**src/rtl/pipeline_stall_controller.sv**
```systemverilog
// Stall/flush sequencer for the 5-stage pipeline: merges load-use, branch flush,
// multi-cycle mul/div occupancy and dmem wait states into per-stage enables.
module pipeline_stall_controller #(
  parameter int MD_LATENCY = 32,
  parameter int CNT_W      = 16
) (
  input  logic             clk,
  input  logic             rst_n,
  input  logic             load_use,
  input  logic             branch_taken,
  input  logic             md_start,
  input  logic             dmem_wait,
  input  logic             stat_clr,
  output logic             pc_write,
  output logic             ifid_write,
  output logic             ifid_flush,
  output logic             idex_write,
  output logic             idex_bubble,
  output logic             exmem_write,
  output logic             exmem_bubble,
  output logic             memwb_bubble,
  output logic             md_busy,
  output logic             md_done,
  output logic [CNT_W-1:0] stall_count
);

  // state | meaning
  // Run   | normal flow; load-use / branch rules apply
  // Md    | mul/div occupies EX; cnt = remaining cycles before the done cycle
  typedef enum logic {Run, Md} stateT;

  localparam int                MdCntW   = $clog2(MD_LATENCY);
  localparam logic [MdCntW-1:0] MdLoad   = MdCntW'(MD_LATENCY - 2);
  localparam logic [CNT_W-1:0]  CountMax = '1;

  stateT             state, stateNext;
  logic [MdCntW-1:0] cnt, cntNext;
  logic [CNT_W-1:0]  countNext;

  always_ff @(posedge clk or negedge rst_n) begin
    if (!rst_n) begin
      state       <= Run;
      cnt         <= '0;
      stall_count <= '0;
    end else begin
      state       <= stateNext;
      cnt         <= cntNext;
      stall_count <= countNext;
    end
  end

  always_comb begin
    stateNext = state;
    cntNext   = cnt;
    if (!dmem_wait) begin
      if (state == Run) begin
        if (md_start) begin
          stateNext = Md;
          cntNext   = MdLoad;
        end
      end else if (cnt != '0) begin
        cntNext = cnt - MdCntW'(1);
      end else begin
        stateNext = Run;
      end
    end
  end

  // Saturating stall counter; clear wins over increment.
  always_comb begin
    countNext = stall_count;
    if (stat_clr)
      countNext = '0;
    else if (!pc_write && stall_count != CountMax)
      countNext = stall_count + CNT_W'(1);
  end

  always_comb begin
    pc_write     = 1'b1;
    ifid_write   = 1'b1;
    ifid_flush   = 1'b0;
    idex_write   = 1'b1;
    idex_bubble  = 1'b0;
    exmem_write  = 1'b1;
    exmem_bubble = 1'b0;
    memwb_bubble = 1'b0;
    md_busy      = (state == Md);
    md_done      = 1'b0;
    if (dmem_wait) begin
      pc_write     = 1'b0;
      ifid_write   = 1'b0;
      idex_write   = 1'b0;
      exmem_write  = 1'b0;
      memwb_bubble = 1'b1;
    end else if ((state == Run && md_start) || (state == Md && cnt != '0)) begin
      pc_write     = 1'b0;
      ifid_write   = 1'b0;
      idex_write   = 1'b0;
      exmem_bubble = 1'b1;
    end else begin
      md_done = (state == Md);
      // load_use beats branch: the branch stays in ID and re-resolves next cycle
      if (load_use) begin
        pc_write    = 1'b0;
        ifid_write  = 1'b0;
        idex_bubble = 1'b1;
      end else if (branch_taken) begin
        ifid_flush = 1'b1;
      end
    end
  end

endmodule

```
**config.mk**
```make
export PLATFORM = sky130hd
export DESIGN_NAME = pipeline_stall_controller
export DESIGN_NICKNAME = d
export VERILOG_FILES = /design/src/rtl/pipeline_stall_controller.sv
export SDC_FILE = /design/constraint.sdc
export NUM_CORES = 1
export LEC_CHECK = 0
export BUFFER_PORTS_ARGS = -buffer_cell sky130_fd_sc_hd__buf_4
export CAP_MARGIN = 5
export CORE_UTILIZATION = 52
export DETAILED_ROUTE_END_ITERATION = 12
export PLACE_DENSITY = 0.75
export REMOVE_ABC_BUFFERS = 1
export SLEW_MARGIN = 20
export SYNTH_ARGS = -nofsm -noshare
export SYNTH_HDL_FRONTEND = slang
export SYNTH_SLANG_ARGS = --single-unit
export TNS_END_PERCENT = 10
```
**constraint.sdc**
```tcl
create_clock -name clk -period 2.9 [get_ports clk]
set_clock_uncertainty 0.1 [all_clocks]
set_input_delay 0.29 -clock clk [delete_from_list [all_inputs] [get_ports clk]]
set_output_delay 0.29 -clock clk [all_outputs]
set_load 0.03 [all_outputs]
```
==> results.sh <==
export IMPL_r2r_end="cnt[3]"
export IMPL_fmax_mhz=363.7
export IMPL_cts_htree_levels=1
export IMPL_io_pin_count=33
export IMPL_die_y_um=52.36
export IMPL_cts_resized=0
export IMPL_syn_inst=146
export IMPL_dr_pass1_iters=4
export IMPL_r2r_cells=6
export IMPL_numCtsBuffers=3
export IMPL_regArea_um2=550.5
export IMPL_hold_class="input pin to flip-flop"
export IMPL_syn_to_final_growth_pct=19.92
export IMPL_antenna_left=0
export IMPL_synth_distinct_cells=38
export IMPL_io_buffers=32
export IMPL_crit_required_ns=2.51
export IMPL_multi_input_area_um2=686.9
export IMPL_p_per_area_nw_per_um2=412.7
export IMPL_synth_edff_count=0
export IMPL_fillers=192
export IMPL_final_cells=200
export IMPL_async_reset_ff_share_pct=100.0
export IMPL_grt_max_degree=27
export IMPL_crit_type="flip-flop to primary output"
export IMPL_cts_tree="built"
export IMPL_synth_warnings=0
export IMPL_synthDominantCellAreaShare_pct=41.75
export IMPL_avgSynthCellArea_um2=9.033
export IMPL_setup_viol=0
export IMPL_root_buffer="clkbuf_4"
export IMPL_drt_total_wl_mm=2.961
export IMPL_utilization_pct=68.85
export IMPL_post_cts_buffers=0
export IMPL_dieArea_um2=2742
export IMPL_holdWs_ns=0.1461
export IMPL_clk_pin_slew_ns=0.13
export IMPL_die_w_um=52.36
export IMPL_ys_seq_area_share_pct=41.75
export IMPL_outcome="finished clean"
export IMPL_critPathLaunchType="flip-flop"
export IMPL_end_kind="primary output"
export IMPL_maxCapViolations=0
export IMPL_total_power_mw=0.6527
export IMPL_slew_violations=0
export IMPL_dp_cells=196
export IMPL_rrSetupSlack_ns=0.59
export IMPL_row_count=17
export IMPL_start_util_pct=57.41
export IMPL_peakVddDrop_v=0.0004334
export IMPL_critical_path_max_fanout=11
export IMPL_clk_path_buf_depth=2
export IMPL_nets=183
export IMPL_synthTopCellsByArea="dfrtp_1 (42%), a21oi_1 (5.7%), o31ai_1 (4.6%)"
export IMPL_yosys_top_cells_count="dfrtp_1 (22), a21oi_1 (15), nand3_1 (9), o31ai_1 (8), or4_1 (8)"
export IMPL_finalHoldViolations=0
export IMPL_crit_arrival_ns=2.36
export IMPL_fin_crit_sh_pct=94.82
export IMPL_synth_main_ff_cell="dfrtp_1"
export IMPL_ys_ff_latch=22
export IMPL_wire_per_inst_um=14.81
export IMPL_grt_pass1_vias=1094
export IMPL_slew_headroom_pct=27.16
export IMPL_cts_sinks=22
export IMPL_dp_hpwl_mm=2.088
export IMPL_antennaDiodeCount=0
export IMPL_groute_usage_overall_pct=23.41
export IMPL_min_to="md_busy"
export IMPL_worst_pin_slew_ns=1.086
export IMPL_synth_largest_area_cell="dfrtp_1"
export IMPL_min_path_cells=2
export IMPL_antenna_found_initial=0
export IMPL_hold_buffers=1
export IMPL_drc=0
export IMPL_syn_cell_area_um2=1319
export IMPL_finalSetupTns_ns=0
export IMPL_first_iter_violations=23
export IMPL_grt_first_pass_wirelength_mm=4.802
export IMPL_vias_per_cell=6.200
export IMPL_fin_crit_ns=2.750
export IMPL_leakage_nw=0.6797
export IMPL_clock_latency_ns=0.30
export IMPL_reg2reg_from="cnt[0]"
export IMPL_fp_coreArea_um2=2297
export IMPL_gp_congestion=0.8097
export IMPL_yosysMostFrequentCell="dfrtp_1"
export IMPL_hp_start="dmem_wait"
export IMPL_grt_ovfl_total=0
export IMPL_vias=1240
export IMPL_rsz0062_at_grt="false"
export IMPL_drive_gt1_share_pct=26.16
[power by group]
group          internal [mW]  switching (mW)
Clock                 0.0483          0.0907
Combinational         0.0583          0.0859
Sequential             0.335          0.0350
Total                  0.441           0.212
[cell families after synthesis]
logic type               after synthesis  share of synthesized area, %
AO/OA/AOI/OAI                         38                         18.98
multiplexers                           3                         2.561
AND/OR/NAND/NOR                       63                         28.18
adder cells (fa/ha/maj)                2                         1.897
flip-flops                            22                         41.75
buffers and inverters                 18                         6.641
[registers in the layout (all words and copies together) (netlist names)]
signal,cells
cnt,5
stall_count,16
md_busy,1
[final cells by class]
| type | instances | share of cell area [%] |
|---|---|---|
| clock buffer | 3 | 1.424 |
| inverter | 7 | 1.820 |
| multi-input combinational | 106 | 43.43 |
| sequential | 22 | 34.81 |
| tap | 28 | 2.215 |
| timing repair buffer | 34 | 16.30 |
[critical path: stages (launching register included)]
cell and delay (ns):
dfrtp_1 0.36, inv_1 0.07, ha_1 0.23, nor4b_2 0.19, a211oi_1 0.91, buf_4 0.31
[routing by layer]
| layer | part of all wire, % | vias up | GRT usage (%) | wire, um |
|---|---|---|---|---|
| li1 | - | 604 | - | - |
| met1 | 46 | 600 | 30.31 | 1348 |
| met2 | 50 | 34 | 41.35 | 1478 |
| met3 | 4.0 | 2 | 2.609 | 119 |
| met4 | 0.47 | 0 | 5.263 | 14 |
| met5 | 0 | - | 0 | 0 |
[metrics by stage]
| stage | setup slack (ns) | instance area (um2) |
|---|---|---|
| floorplan | 0.03923 | 1260 |
| global placement | 0.6143 | 1549 |
| detailed placement | 0.5305 | 1549 |
| CTS | 0.1617 | 1582 |
| global route | 0.05259 | 1582 |
| finish | 0.1501 | 1582 |
[worst max path at each step]
| stage | slack [ns] | cells after the start | end | start |
|---|---|---|---|---|
| 6_report | 0.15 | 5 | exmem_bubble | cnt[0] |
| 5_1_grt | 0.05 | 5 | exmem_bubble | cnt[1] |
| 4_1_cts | 0.16 | 5 | exmem_bubble | cnt[0] |
| 3_5_place_dp | 0.53 | 5 | exmem_bubble | cnt[0] |
| 3_3_place_gp | 0.61 | 5 | exmem_bubble | cnt[0] |
| 2_1_floorplan | 0.04 | 5 | stall_count[11] | stall_count[0] |
[layout by cell type, fill, tap and decap left out, types with 2 or more instances in the layout]
cell type and count:
clkbuf_4 3, and3_1 6, nor2b_1 4, nand4_1 5, a21oi_1 15, mux2_2 3
or4_1 8, nand3_1 9, nor3_1 6, and2_1 2, o21ai_0 6, a311oi_1 2
nor4_1 3, inv_1 5, buf_4 33, nor2_1 6, dfrtp_1 22, a31oi_1 2
o31ai_1 8, nand2_1 6, ha_1 2
No activity file was read; power rests on OpenSTA's default activity.
